$ cat src/rtl/alu_issue_pkg.sv
// Shared encodings, instruction field positions and the execute-register layout
// for alu_issue_stage and its register file.
package alu_issue_pkg;

   localparam int INSTR_W = 16;
   localparam int ALU_W   = 8;
   localparam int RIDX_W  = 2;

   // Instruction opcodes
   localparam logic [1:0] OP_LDI = 2'b00;
   localparam logic [1:0] OP_SUB = 2'b01;
   localparam logic [1:0] OP_OR  = 2'b10;
   localparam logic [1:0] OP_CMP = 2'b11;

   // Operation codes understood by the downstream ALU
   localparam logic [1:0] ALU_OP_NONE = 2'b00;
   localparam logic [1:0] ALU_OP_SUB  = 2'b01;
   localparam logic [1:0] ALU_OP_OR   = 2'b10;

   // Instruction field bit positions
   localparam int OP_MSB  = 15;
   localparam int OP_LSB  = 14;
   localparam int RD_MSB  = 13;
   localparam int RD_LSB  = 12;
   localparam int RS0_MSB = 11;
   localparam int RS0_LSB = 10;
   localparam int RS1_MSB = 9;
   localparam int RS1_LSB = 8;
   localparam int IMM_MSB = 7;
   localparam int IMM_LSB = 0;

   typedef struct packed {
      logic [1:0]        op;
      logic [RIDX_W-1:0] rd;
      logic [ALU_W-1:0]  opnd0;
      logic [ALU_W-1:0]  opnd1;
      logic [ALU_W-1:0]  imm;
   } e_reg_t;

   // CMP only sets flags; everything else lands in rd.
   function automatic logic writes_reg(input logic [1:0] op);
      return op != OP_CMP;
   endfunction

   function automatic logic reads_regs(input logic [1:0] op);
      return op != OP_LDI;
   endfunction

   function automatic logic [1:0] alu_op_of(input logic [1:0] op);
      case (op)
         OP_SUB, OP_CMP: return ALU_OP_SUB;
         OP_OR:          return ALU_OP_OR;
         default:        return ALU_OP_NONE;
      endcase
   endfunction

endpackage

$ cat src/rtl/alu_regfile.sv
// Small general-purpose register file: two combinational read ports and one
// synchronous write port, cleared on reset.
import alu_issue_pkg::*;

module alu_regfile #(
   parameter int REG_COUNT = 4,
   parameter int DATA_W    = 8
) (
   input  logic                         clk,
   input  logic                         rst_n,
   input  logic                         we,
   input  logic [$clog2(REG_COUNT)-1:0] waddr,
   input  logic [DATA_W-1:0]            wdata,
   input  logic [$clog2(REG_COUNT)-1:0] raddr0,
   output logic [DATA_W-1:0]            rdata0,
   input  logic [$clog2(REG_COUNT)-1:0] raddr1,
   output logic [DATA_W-1:0]            rdata1
);

   logic [DATA_W-1:0] mem [REG_COUNT];

   // NOTE: only a handful of flops, so a full reset is cheap and gives known
   // architectural state; large RAM-style arrays would normally be left unreset.
   always_ff @(posedge clk or negedge rst_n) begin
      if (!rst_n) begin
         for (int i = 0; i < REG_COUNT; i++) begin
            mem[i] <= '0;
         end
      end else if (we) begin
         mem[waddr] <= wdata;
      end
   end

   assign rdata0 = mem[raddr0];
   assign rdata1 = mem[raddr1];

endmodule

$ cat src/rtl/alu_issue_stage.sv
// Two-stage issue/writeback sequencer feeding the 8-bit OR/SUB ALU.
// Optional macro ALU_ISSUE_BYPASS_EN: forward the E-stage result instead of stalling on RAW hazards.
import alu_issue_pkg::*;

module alu_issue_stage #(
   parameter int REG_COUNT = 4,
   parameter int DATA_W    = 8
) (
   input  logic               clk,
   input  logic               rst_n,
   input  logic               in_valid,
   output logic               in_ready,
   input  logic [INSTR_W-1:0] in_instr,
   output logic [DATA_W-1:0]  alu_operand_0,
   output logic [DATA_W-1:0]  alu_operand_1,
   output logic [1:0]         alu_operation,
   input  logic [DATA_W-1:0]  alu_result,
   input  logic [1:0]         alu_flags,
   output logic               out_valid,
   output logic [DATA_W-1:0]  out_result,
   output logic [1:0]         out_flags
);

   logic [1:0]        a_op;
   logic [RIDX_W-1:0] a_rd;
   logic [RIDX_W-1:0] a_rs0;
   logic [RIDX_W-1:0] a_rs1;
   logic [ALU_W-1:0]  a_imm;

   assign a_op  = in_instr[OP_MSB:OP_LSB];
   assign a_rd  = in_instr[RD_MSB:RD_LSB];
   assign a_rs0 = in_instr[RS0_MSB:RS0_LSB];
   assign a_rs1 = in_instr[RS1_MSB:RS1_LSB];
   assign a_imm = in_instr[IMM_MSB:IMM_LSB];

   logic              ready_q;
   e_reg_t            e_q;
   logic              e_valid_q;
   logic [1:0]        flags_q;
   logic              out_valid_q;
   logic [ALU_W-1:0]  out_result_q;

   logic [ALU_W-1:0]  rd_data0;
   logic [ALU_W-1:0]  rd_data1;
   logic [ALU_W-1:0]  opnd0;
   logic [ALU_W-1:0]  opnd1;
   logic [ALU_W-1:0]  e_result;
   logic              e_writes;
   logic              hit0;
   logic              hit1;
   logic              accept;

   // LDI bypasses the ALU entirely; for CMP this is the difference shown on out_result.
   assign e_result = (e_q.op == OP_LDI) ? e_q.imm : alu_result;
   assign e_writes = e_valid_q && writes_reg(e_q.op);

   // A source operand collides with the register being written back at this edge.
   assign hit0 = e_writes && reads_regs(a_op) && (e_q.rd == a_rs0);
   assign hit1 = e_writes && reads_regs(a_op) && (e_q.rd == a_rs1);

`ifdef ALU_ISSUE_BYPASS_EN
   assign opnd0    = hit0 ? e_result : rd_data0;
   assign opnd1    = hit1 ? e_result : rd_data1;
   assign in_ready = ready_q;
`else
   logic hazard;

   assign hazard   = in_valid && (hit0 || hit1);
   assign opnd0    = rd_data0;
   assign opnd1    = rd_data1;
   assign in_ready = ready_q && !hazard;
`endif

   assign accept = in_valid && in_ready;

   alu_regfile #(
      .REG_COUNT (REG_COUNT),
      .DATA_W    (ALU_W)
   ) u_regfile (
      .clk    (clk),
      .rst_n  (rst_n),
      .we     (e_writes),
      .waddr  (e_q.rd),
      .wdata  (e_result),
      .raddr0 (a_rs0),
      .rdata0 (rd_data0),
      .raddr1 (a_rs1),
      .rdata1 (rd_data1)
   );

   // NOTE: state registers use non-blocking assignments so every flop samples
   // the pre-edge values regardless of block ordering.
   always_ff @(posedge clk or negedge rst_n) begin
      if (!rst_n) begin
         ready_q   <= 1'b0;
         e_q       <= '0;
         e_valid_q <= 1'b0;
      end else begin
         ready_q   <= 1'b1;
         e_valid_q <= accept;
         if (accept) begin
            e_q <= '{op: a_op, rd: a_rd, opnd0: opnd0, opnd1: opnd1, imm: a_imm};
         end
      end
   end

   always_ff @(posedge clk or negedge rst_n) begin
      if (!rst_n) begin
         flags_q      <= 2'b00;
         out_valid_q  <= 1'b0;
         out_result_q <= '0;
      end else begin
         out_valid_q <= e_valid_q;
         if (e_valid_q) begin
            out_result_q <= e_result;
            case (e_q.op)
               OP_SUB, OP_CMP: flags_q <= alu_flags;
               OP_OR:          flags_q <= {1'b0, alu_flags[0]};
               default:        flags_q <= flags_q;
            endcase
         end
      end
   end

   logic [1:0] alu_operation_c;

   // NOTE: always_comb assigns its default first so no path leaves the output
   // unassigned and no latch is inferred.
   always_comb begin
      alu_operation_c = ALU_OP_NONE;
      if (e_valid_q) begin
         alu_operation_c = alu_op_of(e_q.op);
      end
   end

   assign alu_operand_0 = e_q.opnd0;
   assign alu_operand_1 = e_q.opnd1;
   assign alu_operation = alu_operation_c;
   assign out_valid     = out_valid_q;
   assign out_result    = out_result_q;
   assign out_flags     = flags_q;

endmodule

$ cat config.mk
export PLATFORM = sky130hd
export DESIGN_NAME = alu_issue_stage
export DESIGN_NICKNAME = d
export VERILOG_FILES = /design/src/rtl/alu_issue_pkg.sv /design/src/rtl/alu_regfile.sv /design/src/rtl/alu_issue_stage.sv
export SDC_FILE = /design/constraint.sdc
export NUM_CORES = 1
export LEC_CHECK = 0
export CAP_MARGIN = 25
export CELL_PAD_IN_SITES_DETAIL_PLACEMENT = 0
export CELL_PAD_IN_SITES_GLOBAL_PLACEMENT = 1
export CORE_UTILIZATION = 45
export DETAILED_ROUTE_END_ITERATION = 12
export GPL_ROUTABILITY_DRIVEN = 1
export GPL_TIMING_DRIVEN = 0
export PLACE_DENSITY_LB_ADDON = 0.05
export SYNTH_ARGS = -nofsm -noshare
export SYNTH_HDL_FRONTEND = slang
export SYNTH_HIERARCHICAL = 1
export SYNTH_SLANG_ARGS = --single-unit
$ cat constraint.sdc
create_clock -name clk -period 3.9 [get_ports clk]
set_input_delay 0.78 -clock clk [delete_from_list [all_inputs] [get_ports clk]]
set_output_delay 0.78 -clock clk [all_outputs]
set_load 0.005 [all_outputs]
==> results.md <==
* Status: finished, final reports clean
* Worst-path clk slew at 0.07 ns
* Asr flop ratio synth at 1.000
* Simple-gate share of the synthesized area at 0.02228
* Clk buf depth at 2
* I/O Pins at 59
* Initial Util at 0.4698
* Root buffer cell: clkbuf_8
* Min-delay worst type: primary input to asynchronous set/reset pin
* ANT cells at 0
* Min cycle time layout at 3.106 ns
* EDFF count, synth at 0
* Pin count of the biggest net entering global routing at 42
* Share of the synthesized area in the top cell type at 0.5332
* Largest family of logic cells by synthesized area: multiplexers
* Fin Clk Skew at 0.004487 ns
* Post-synthesis sequential area ratio at 0.5332
* #FFs+latches synth at 73
* Yosys top cell by area: dfrtp_1
* Initial antenna violation count at 0
* Mapped Cells at 211
* Synth area leaders: dfrtp_1, mux2_2, mux4_2
* WL/cell at 17.15 um
* Lkg Pwr at 0.001855 uW
* FMAX at 322.0 MHz
* Via density at 5.135
* Non-Filler Instances at 385
* P&R area growth vs syn at 28.60%
* DP HPWL at 4.499 mm
* Maximum VDD drop at 333.1 uV
* Router iterations before antenna repair at 3
* Post-Place Worst Slack at 0.7887 ns
* Worst Max-Slew Pin Slew at 0.6162 ns
* Layout cells sized above 1 at 0.4790
* Grt ovf at 0
* RSZ-0062 raised after global routing: false
* Clock Sinks at 73
* Most common cell after layout, fill and taps aside: dfrtp_1
* Post-route antenna net violation count at 0
* Ys Warns at 6
* Crit path max-delay family: buffers and inverters
* Synthesized area at 3426 um^2
* Post-CTS resize count at 0
* Routed WL at 6.602 mm
* Buf/Inv on CP at 2
* Post-route cell area at 4405 um^2
* Crit path DAT at 2.33 ns
* DRC at 0
* Critical path class: primary input to output pin
* Core area at 7292 um^2
* GRT Util Overall at 0.1900
* Port Buffers at 58
* Required @ worst endpoint at 3.12 ns
* Final Worst Setup Slack at 0.7943 ns
* Post-synthesis adder-cell area fraction at 0
* Power per cell area at 689.0 nW/um^2
* TritonCTS clock tree: built
* Total power at 3035 uW
* CP max FO at 2
* Crit-path cells: clkdlybuf4s50_1 -> xor2_1 -> o22ai_1 -> a31oi_1 -> clkdlybuf4s50_1
* DIE AREA at 7966 um^2
* Post-CTS Setup Inserts at 0
* Xor/xnor cell area share of the yosys netlist at 0.01023
* Crit-path slowest cell: clkdlybuf4s50_1
* Total Neg Setup Slack at 0 ns
* Distinct cells, synth at 26
* Commonest cells after routing, fill and taps aside: dfrtp_1, mux2_2, clkdlybuf4s50_1
* Crit path largest cell delay at 0.52 ns
* Synth Flop Type: dfrtp_1
* Placed cells at 369
* Syn avg cell area at 16.24 um^2
* Vias at 1977
* Final setup viols at 0
* Max_slew headroom at 0.5892
* Part of the cycle the worst path needs at 0.7963
* Chip width at 89.25 um
* Routability Congestion at 0.7059
* Final Hold Viols at 0
* Compound-cell area share of the yosys netlist at 0.01461
* First-pass GRT wire length at 10.68 mm
* Max-slew violations at 0
* Rows at 31
* H-tree Lvls at 3
* CTS buffer count at 9
* Area after DPL at 4148 um^2
* Violation count after the first detailed-route iteration at 55
* Top cell by count, worst path: clkdlybuf4s50_1
* Max cap viols at 0
* Multiplexer share of the synthesized area at 0.3682
* Nets at 310
* CP Launch Type: primary input
* Die Y-Extent at 89.25 um
* # hold bufs at CTS at 0
* CP endpoint kind: output pin
* Syn Nets at 240
* Vias in the first global route at 1991
* Later-pin clock latency in the skew report at 0.34 ns
## synthesized netlist by cell type (2+ instances only)
cell type / instances
buf_2: 3
dfrtp_1: 73
xor2_1: 4
mux2_2: 68
buf_4: 16
buf_6: 2
buf_1: 2
mux4_2: 16
nand3b_2: 2
mux2_4: 9
## registers in the layout, indices dropped and copies added, names as in the netlist
register,cells
e_valid_q,1
u_regfile/mem,32
out_flags,2
out_valid,1
out_result,8
e_q,12
alu_operand_0,8
alu_operand_1,8
ready_q,1
## final timing paths
check,startpoint,endpoint,slack (ns),cells past startpoint
worst min-delay path,rst_n,e_q[24],0.37,1
max in group asynchronous,rst_n,u_regfile/mem[19],2.97,2
min in group clk,e_valid_q,out_valid,0.42,0
worst min register to register,e_valid_q,out_valid,0.42,0
worst max-delay path,in_instr[9],in_ready,0.79,5
worst max register to register,e_q[26],u_regfile/mem[30],1.85,3
## power breakdown
group | total (uW) | switching [uW] | internal, uW
logic | 1010 | 266 | 741
registers | 1260 | 195 | 1070
clock network | 766 | 278 | 488
total | 3040 | 740 | 2300
## area by class of cell
cell class	instances	area, um^2
plain buffers	24	168.9
clock buffers	10	127.6
clock inverters	6	130.1
fillers	626	2887
inverters	1	3.754
multi-input cells	113	1426
flip-flops and latches	73	1827
well taps	99	123.9
repair buffers	59	598.1
## per-stage QoR
step / utilization / hold slack (ns)
2_1_floorplan: - / 0.3806
3_3_place_gp: 0.5664 / 0.4120
3_5_place_dp: 0.5688 / 0.4046
4_1_cts: 0.6042 / 0.3834
5_1_grt: 0.6042 / 0.4057
6_report: 0.6042 / 0.3734
## per-layer routing
| metal | part of all wire | GRT usage | routed length, um | vias up |
|---|---|---|---|---|
| met5 | 0 | 0 | 0 | - |
| met4 | 0.016 | 0.08658 | 108 | 0 |
| met3 | 0.035 | 0.03232 | 233 | 11 |
| met2 | 0.45 | 0.2762 | 2941 | 47 |
| met1 | 0.50 | 0.2807 | 3318 | 1016 |
| li1 | - | - | - | 903 |
## kinds of logic after synthesis
group / after synthesis
AOI/OAI and AO/OA: 7
other: 1
muxes: 93
and+or+nand+nor: 8
xor gates and xnor gates: 4
DFF: 73
buffers and inverters: 25
(Power assumes the default switching activity.)
